### src/rtl/config_pkg.sv
`default_nettype none
// ============================================================================
//  Module   : config_pkg
//  Brief    : Shared constants, state encoding and helpers for the fabric
//             configuration word stream transmitter.
//  Revision : 1.0  initial release
// ============================================================================
package config_pkg;

  localparam int NumberOfRows    = 20;
  localparam int desync_flag     = 20;
  localparam int MemAddrWidth    = 12;
  localparam int FrameCountWidth = 8;
  localparam logic [31:0] SyncWord = 32'hFAB0_FAB1;

  // One header word plus one word per fabric row
  localparam int FrameWords = NumberOfRows + 1;
  // Row counter must hold 0..NumberOfRows
  localparam int RowWidth   = $clog2(FrameWords);

  // Terminating word: all zero except the desync flag
  localparam logic [31:0] DesyncWord = 32'h1 << desync_flag;

  typedef enum logic [2:0] {
    IDLE   = 3'd0,
    RSTP   = 3'd1,
    GAP    = 3'd2,
    SYNC   = 3'd3,
    STREAM = 3'd4,
    DRAIN  = 3'd5,
    DESYNC = 3'd6,
    FIN    = 3'd7
  } state_t;

  // Headers leave memory possibly carrying the desync flag; it must never
  // reach the receiver inside a frame.
  function automatic logic [31:0] strip_desync(input logic [31:0] word);
    strip_desync = word & ~DesyncWord;
  endfunction

endpackage
`default_nettype wire

### src/rtl/config_frame_reader.sv
`default_nettype none
// ============================================================================
//  Module   : config_frame_reader
//  Brief    : Frame memory read engine. Owns the address pointer, the row and
//             frame counters, read issue, and the header tag that travels
//             alongside each read so it lines up with mem_rdata.
//  Revision : 1.0  initial release
// ============================================================================
module config_frame_reader
  import config_pkg::*;
(
  input  logic                       CLK,
  input  logic                       resetn,
  input  logic                       load,
  input  logic [MemAddrWidth-1:0]    base_addr,
  input  logic [FrameCountWidth-1:0] frame_count,
  input  logic                       issue_req,
  output logic                       mem_rd_en,
  output logic [MemAddrWidth-1:0]    mem_addr,
  output logic                       last_word,
  output logic                       no_frames,
  output logic                       rd_valid,
  output logic                       rd_is_header
);

  logic [MemAddrWidth-1:0]    ptr;
  logic [RowWidth-1:0]        row;
  logic [FrameCountWidth-1:0] frames_left;
  logic                       row_last;

  assign row_last  = (row == RowWidth'(NumberOfRows));
  assign no_frames = (frames_left == '0);
  // Never read past the final frame even if the FSM keeps requesting
  assign mem_rd_en = issue_req && !no_frames;
  assign mem_addr  = ptr;
  // The read issued this cycle is the final row of the final frame
  assign last_word = row_last && (frames_left == FrameCountWidth'(1));

  // Pointer and counters: load on accepted start, advance once per read
  always_ff @(posedge CLK or negedge resetn) begin
    if (!resetn) begin
      ptr         <= '0;
      row         <= '0;
      frames_left <= '0;
    end else if (load) begin
      ptr         <= base_addr;
      row         <= '0;
      frames_left <= frame_count;
    end else if (mem_rd_en) begin
      // Natural overflow gives the modulo-2^MemAddrWidth wrap
      ptr <= ptr + MemAddrWidth'(1);
      if (row_last) begin
        row         <= '0;
        frames_left <= frames_left - FrameCountWidth'(1);
      end else begin
        row <= row + RowWidth'(1);
      end
    end
  end

  // Tag pipeline: valid/header flags aligned with the cycle mem_rdata is valid
  always_ff @(posedge CLK or negedge resetn) begin
    if (!resetn) begin
      rd_valid     <= 1'b0;
      rd_is_header <= 1'b0;
    end else begin
      rd_valid     <= mem_rd_en;
      rd_is_header <= mem_rd_en && (row == '0);
    end
  end

endmodule
`default_nettype wire

### src/rtl/config_stream_tx.sv
`default_nettype none
// ============================================================================
//  Module   : config_stream_tx
//  Brief    : Transmit end of the fabric configuration word protocol. Emits
//             FSM_Reset, sync word, frames read from memory, and desync word
//             as a registered WriteData/WriteStrobe stream.
//  Revision : 1.0  initial release
// ============================================================================
module config_stream_tx
  import config_pkg::*;
(
  input  logic                       CLK,
  input  logic                       resetn,
  input  logic                       start,
  input  logic [MemAddrWidth-1:0]    base_addr,
  input  logic [FrameCountWidth-1:0] frame_count,
  input  logic                       abort,
  input  logic                       out_ready,
  output logic                       mem_rd_en,
  output logic [MemAddrWidth-1:0]    mem_addr,
  input  logic [31:0]                mem_rdata,
  output logic                       FSM_Reset,
  output logic [31:0]                WriteData,
  output logic                       WriteStrobe,
  output logic                       busy,
  output logic                       done,
  output logic                       aborted
);

  state_t state, state_nxt;
  logic   abort_flag;
  logic   abort_set;
  logic   accept;
  logic   issue_req;
  logic   last_word;
  logic   no_frames;
  logic   rd_valid;
  logic   rd_is_header;

  assign accept    = (state == IDLE) && start;
  assign issue_req = (state == STREAM) && out_ready && !abort;

  config_frame_reader u_reader (
    .CLK          (CLK),
    .resetn       (resetn),
    .load         (accept),
    .base_addr    (base_addr),
    .frame_count  (frame_count),
    .issue_req    (issue_req),
    .mem_rd_en    (mem_rd_en),
    .mem_addr     (mem_addr),
    .last_word    (last_word),
    .no_frames    (no_frames),
    .rd_valid     (rd_valid),
    .rd_is_header (rd_is_header)
  );

  // State register and sticky abort record for the current transfer
  always_ff @(posedge CLK or negedge resetn) begin
    if (!resetn) begin
      state      <= IDLE;
      abort_flag <= 1'b0;
    end else begin
      state <= state_nxt;
      if (accept)
        abort_flag <= 1'b0;
      else if (abort_set)
        abort_flag <= 1'b1;
    end
  end

  // Next-state logic; abort shortcuts to DESYNC (or DRAIN when reads may be in flight)
  always_comb begin
    state_nxt = state;
    abort_set = 1'b0;
    case (state)
      IDLE:   if (start) state_nxt = RSTP;
      RSTP:   begin
                if (abort) begin
                  state_nxt = DESYNC;
                  abort_set = 1'b1;
                end else begin
                  state_nxt = GAP;
                end
              end
      GAP:    begin
                if (abort) begin
                  state_nxt = DESYNC;
                  abort_set = 1'b1;
                end else begin
                  state_nxt = SYNC;
                end
              end
      SYNC:   begin
                if (abort) begin
                  state_nxt = DESYNC;
                  abort_set = 1'b1;
                end else if (out_ready) begin
                  state_nxt = no_frames ? DESYNC : STREAM;
                end
              end
      STREAM: begin
                if (abort) begin
                  state_nxt = DRAIN;
                  abort_set = 1'b1;
                end else if (mem_rd_en && last_word) begin
                  state_nxt = DRAIN;
                end
              end
      // The last read's data is captured by the output stage during this
      // cycle, so one cycle is always enough to empty the pipeline.
      DRAIN:  state_nxt = DESYNC;
      DESYNC: if (out_ready) state_nxt = FIN;
      FIN:    state_nxt = IDLE;
      default: state_nxt = IDLE;
    endcase
  end

  // Output registers: status from the next state, stream word from the read pipeline or SYNC/DESYNC
  always_ff @(posedge CLK or negedge resetn) begin
    if (!resetn) begin
      FSM_Reset   <= 1'b0;
      WriteData   <= '0;
      WriteStrobe <= 1'b0;
      busy        <= 1'b0;
      done        <= 1'b0;
      aborted     <= 1'b0;
    end else begin
      FSM_Reset   <= (state_nxt == RSTP);
      busy        <= (state_nxt != IDLE);
      done        <= (state_nxt == FIN);
      WriteStrobe <= 1'b0;

      if (accept)
        aborted <= 1'b0;
      else if (state_nxt == FIN)
        aborted <= abort_flag;

      if (rd_valid) begin
        WriteData   <= rd_is_header ? strip_desync(mem_rdata) : mem_rdata;
        WriteStrobe <= 1'b1;
      end else if ((state == SYNC) && out_ready && !abort) begin
        WriteData   <= SyncWord;
        WriteStrobe <= 1'b1;
      end else if ((state == DESYNC) && out_ready) begin
        WriteData   <= DesyncWord;
        WriteStrobe <= 1'b1;
      end
    end
  end

endmodule
`default_nettype wire
### config.mk
export PLATFORM = sky130hd
export DESIGN_NAME = config_stream_tx
export DESIGN_NICKNAME = d
export VERILOG_FILES = /design/src/rtl/config_pkg.sv /design/src/rtl/config_frame_reader.sv /design/src/rtl/config_stream_tx.sv
export SDC_FILE = /design/constraint.sdc
export NUM_CORES = 1
export LEC_CHECK = 0
export CAP_MARGIN = 30
export CELL_PAD_IN_SITES_DETAIL_PLACEMENT = 0
export CELL_PAD_IN_SITES_GLOBAL_PLACEMENT = 1
export CORE_MARGIN = 2
export CORE_UTILIZATION = 36
export DETAILED_ROUTE_END_ITERATION = 10
export GPL_ROUTABILITY_DRIVEN = 0
export HOLD_SLACK_MARGIN = 0.02
export PLACE_DENSITY = 0.79
export SLEW_MARGIN = 0
export SYNTH_ARGS = -nofsm -noshare
export SYNTH_HDL_FRONTEND = slang
export SYNTH_HIERARCHICAL = 1
export SYNTH_SLANG_ARGS = --single-unit
export TNS_END_PERCENT = 50
### constraint.sdc
create_clock -name CLK -period 2.8 [get_ports CLK]
set_clock_uncertainty 0.1 [all_clocks]
set_input_delay 0.7 -clock CLK [delete_from_list [all_inputs] [get_ports CLK]]
set_output_delay 0.7 -clock CLK [all_outputs]
set_load 0.02 [all_outputs]
==> results of run 1 <==
stage by stage:
stage	setup TNS (ns)	utilization, %	total power, uW	hold slack (ns)	std cells
4_1_cts	0	52.6	4920	0.167	608
6_report	0	52.6	4860	0.170	608
5_1_grt	0	52.6	5230	0.175	608
2_1_floorplan	0	-	2960	0.304	349
3_3_place_gp	-0.259	50.2	3960	0.404	592
3_5_place_dp	-0.254	50.2	4000	0.415	592
registers in the layout, indices dropped and copies added (netlist names), 3 cells and up:
name                  flops
u_reader/row              5
u_reader/frames_left      8
u_reader/mem_addr        12
state                     3
WriteData                32
cell usage after synthesis (4+ instances only):
master    number
inv_1         28
o311ai_2       7
nand2b_1       6
o211ai_1       5
o311ai_0      11
dfrtp_1       68
o21ai_0       14
nor4_1         4
nand2_1       46
or4_1          5
nand3_1        6
buf_6          4
a31oi_1        4
mux2i_1       17
nor2_1        26
ha_1           6
xnor2_1        6
a21oi_1       10
buf_2          6
clkbuf_1      11
layout make-up:
cell class                      instances  area [sq um]
Timing Repair Buffer                  131          1260
Clock buffer                            9           124
Clock inverter                          7           101
Multi-Input combinational cell        231          1600
Sequential cell                        68          1700
Tap cell                              133           166
Inverter                               29           111
Fill cell                             933          4570
power breakdown:
group | switching (uW) | internal [uW]
Sequential | 297 | 1390
Combinational | 1170 | 1120
Clock | 386 | 505
path summary, 6_finish.rpt:
check / startpoint / end / slack (ns) / cells past startpoint
max in group asynchronous: resetn / u_reader/rd_valid / 1.86 / 2
min: resetn / u_reader/frames_left[3] / 0.17 / 1
min in group CLK: WriteData[1] / WriteData[1] / 0.42 / 2
max: abort / mem_rd_en / 0.10 / 6
min reg2reg: WriteData[1] / WriteData[1] / 0.42 / 2
max reg2reg: u_reader/frames_left[5] / u_reader/frames_left[3] / 0.63 / 5
metal layers:
layer,share of wire [%],global-route usage (%)
met1,48,23.5
met2,46,26.5
met3,5.5,4.14
met4,0.51,4.05
met5,0,0
critical path, delay by kind of cell:
kind            cells  cell delay [ns]
simple gates        1             0.29
compound gates      1             0.10
buf+inv             4             0.81
cells by family (layout without fill, tap and decap cells):
kind of cell	Yosys count	in the layout	synth area share, %
fa+ha+maj	6	6	2.13
flops	68	68	48.2
buf+inv	50	176	6.45
compound gates	79	79	18.9
simple gates	120	120	17.3
mux	17	17	4.82
xor+xnor	9	9	2.23
==> impl_metrics.ini, run 1 <==
[floorplanning]
rows = 36
start_util_pct = 36.6
io-pin-count = 107
core_sq_mm = 0.00964
die_x_um = 103
die_y_um = 103
fp.dieArea_sq_mm = 0.0106

[placed_design]
dpl.hpwl_um = 6290
portBuffers = 106
placed_area_sq_mm = 0.00484
dp_slack_ns = -0.254

[synth]
yosys_warnings = 6
syn-mean-instance-area_sq_um = 10.1
syn_inst = 349
synth_cell_types = 57
synth_nets = 412
yosysTopAreaCell = dfrtp_1
async_flop_share_pct = 100
synth_area_leaders = dfrtp_1 (48%), nand2_1 (4.9%), mux2i_1 (4.8%)
synth_edf_count = 0
synth_seq_area_share_pct = 48.2
yosys_register_bits = 68
synth_top_area_share_pct = 48.2
ys.flop_type = dfrtp_1
synthesis.area_sq_mm = 0.00353

[timing]
rsz0062_at_grt = no
final_hold_viol_count = 0
min_period_over_period_pct = 96.3
relSlewSlack_pct = 64.5
finalWorstSetupSlack_ns = 0.105
min_period_ns = 2.70
worstMarginPinSlew_ns = 0.531
slew_viol_final = 0
max_freq_mhz = 371
setup_viol = 0

[clock_tree]
clock-sinks = 68
cts_resized = 4
postCtsSetupBuffers = 0
path_clk_slew_ns = 0.08
h-tree-depth = 3
clockBufferDepth = 2
tritoncts = done
cts_buffers = 9
clk_latency_ns = 0.34
cts_hold_buffers = 0
root_buffer = clkbuf_8

[route]
drtIter0Drc = 94
wirelength_um = 8600
routed_via_density = 4.90
vias = 2982
drc = 0
drt_pre_antenna_iters = 4
ant_nets = 0
routedWlPerCell_um = 14.1

[cells_and_area]
drive_above_1_share_pct = 13.5
final_cell_mix = clkdlybuf4s50_1 (104), dfrtp_1 (67), nand2_1 (46), inv_1 (28), nor2_1 (26)
final_common_cell = clkdlybuf4s50_1
final_nets = 533
area_delta_synth_final_pct = 43.5
antennaDiodeCount = 0
fin_area_sq_mm = 0.00507

[global_route]
antenna_found_initial = 0
grt_use_total_pct = 16.8
grt.overflow.total = 0
grt_pass1_vias = 2914
grt_pass1_wl_um = 14000
grt_max_degree = 45

[outcome]
status = completed

[setup_path]
endpoint_kind = primary output
cp_slowest_cell = clkdlybuf4s50_1
cp.arrival_ns = 1.90
path_cells = clkdlybuf4s50_1 -> inv_1 -> and4_1 -> o21ai_4 -> inv_4 -> clkdlybuf4s15_2
worstPathRequired_ns = 2.00
path_max_fanout = 2
start_kind = input pin
critPathMaxStageDelay_ns = 0.42
worst-setup-path-type = in -> out

[job]
cap_viol_max_count = 0

[power]
peakVddDrop_mv = 0.437
leakage_uw = 0.00202
cellPowerDensity_mw_per_mm2 = 960

[min_path]
hp-class = in -> async
Note: power is estimated with default switching activity, not from simulation.
==> run 2: changes to the inputs <==
clock period = 2.91 ns   (was 2.8 ns; I/O delays follow)
==> run 2 against run 1 <==
  * Via count increased by 1.0%
  * Cell count decreased by 0.49%
  * First-iteration DRC count increased by 16%
  * Flip-flop and latch count unchanged
  * Count of clock-buffer cells in the layout increased by 1
  * Final area decreased by 0.27%
  * Non-clock buffer count decreased by 3
  * Wire length increased by 1.7%
  * Clock power increased by 8.1%
==> impl_metrics.ini, run 2 (synthesis results as in run 1) <==
[power]
combPwrFrac_pct = 45.6
leakage_uw = 0.00202
clkPwrFrac_pct = 20.2
p_switching_uw = 1790
p_seq_share_pct = 34.3
sw_frac_of_total_pct = 37.5
cellPowerDensity_mw_per_mm2 = 945
peakVddDrop_mv = 0.351
power.internal_uw = 2990

[clock_tree]
postCtsSetupBuffers = 0
cts_buffers = 9
tritoncts = done
cts_resized = 1
clock-sinks = 68
path_clk_slew_ns = 0.07
h-tree-depth = 3
cts_hold_buffers = 0
clockBufferDepth = 2
root_buffer = clkbuf_8
clk_latency_ns = 0.34

[setup_path]
cp.arrival_ns = 2.00
worstPathRequired_ns = 2.08
start_kind = input pin
reg2reg_slack_ns = 0.69
reg2reg_from = u_reader/row[0]
worst-setup-path-type = in -> out
crit_start = out_ready
path_max_fanout = 2
endpoint_kind = primary output

[route]
drtIter0Drc = 109
routedWlPerCell_um = 14.5
top_layer = met4
drt-met1-wl_um = 4230
routed_via_density = 4.98
drt_pre_antenna_iters = 4
wirelength_um = 8740
ant_nets = 0
vias = 3012
drc = 0
wl_met2_um = 3940
met3_length_um = 459

[global_route]
grt_pass1_wl_um = 14200
antenna_found_initial = 0
grt_pass1_vias = 2968
grt.overflow.total = 0
grt_max_degree = 45
grt_use_total_pct = 17.0

[cells_and_area]
final_nets = 530
largest_register_ffs = 32
final_cell_mix = clkdlybuf4s50_1 (104), dfrtp_1 (67), nand2_1 (46), inv_1 (27), nor2_1 (26)
stdcell_count = 605
regMostFlops = WriteData
post-route-util_pct = 52.4
final_common_cell = clkdlybuf4s50_1
area_delta_synth_final_pct = 43.1
antennaDiodeCount = 0
drive_above_1_share_pct = 12.9

[timing]
min_period_over_period_pct = 97.2
min_period_ns = 2.83
slew_viol_final = 0
setup_viol = 0
final_hold_viol_count = 0
worstMarginPinSlew_ns = 0.613
relSlewSlack_pct = 59.0
max_freq_mhz = 354
rsz0062_at_grt = no

[placed_design]
dpl.hpwl_um = 6190
dp_cells = 589
portBuffers = 106

[floorplanning]
fp.dieArea_sq_mm = 0.0106
core_sq_mm = 0.00964
io-pin-count = 107
die_x_um = 103
die_y_um = 103
rows = 36
start_util_pct = 36.6

[job]
cap_viol_max_count = 0

[min_path]
hp-class = in -> async

[outcome]
status = completed
-- run 2: changes by cell type in the layout (fill, tap and decap cells not counted), sizes merged --
cell,before,now
clkdlybuf4s15,1,0
clkinv,3,2
buf,26,23
clkinvlp,2,1
clkbuf,9,10
bufinv,2,3
dlygate4sd2,0,1
-- run 2: critical path, stage by stage --
cell	delay (ns)
clkdlybuf4s50_1	0.48
and4_1	0.30
o21ai_4	0.10
inv_4	0.07
dlygate4sd2_1	0.33
-- run 2: routing by layer --
layer	up-vias	GRT usage, %
met2	88	26.3
li1	1483	-
met3	10	3.05
met1	1431	24.0
met4	0	6.07
met5	-	0
-- run 2: cell type report --
type / instances / area, sq um
Tap cell: 133 / 166
Clock buffer: 10 / 138
Timing Repair Buffer: 128 / 1220
Inverter: 29 / 111
Multi-Input combinational cell: 231 / 1600
Sequential cell: 68 / 1700
Clock inverter: 6 / 111
Fill cell: 930 / 4590
-- run 2: final timing paths --
check	to	cells after the start
max	mem_rd_en	5
min	WriteData[0]	1
max reg2reg	state[0]	8
min reg2reg	WriteData[16]	2
max in group asynchronous	u_reader/rd_valid	2
min in group CLK	WriteData[16]	2
-- run 2: metrics by stage --
step	setup slack (ns)	instance area, sq um	power, uW	hold WS [ns]	TNS, ns
5_1_grt	0.0329	5050	5100	0.0709	0
6_report	0.0825	5050	4770	0.0812	0
4_1_cts	0.0170	5050	4810	0.0647	0
3_3_place_gp	-0.203	4800	3790	0.404	-0.203
2_1_floorplan	0.507	3530	2850	0.332	0
3_5_place_dp	-0.192	4800	3830	0.416	-0.192
-- run 2: power groups by stage --
stage	clock, uW	sequential, uW	combinational [uW]
2_1_floorplan	0	1960	889
3_3_place_gp	0	1640	2150
3_5_place_dp	0	1650	2180
4_1_cts	984	1640	2190
5_1_grt	1020	1690	2380
6_report	963	1640	2180
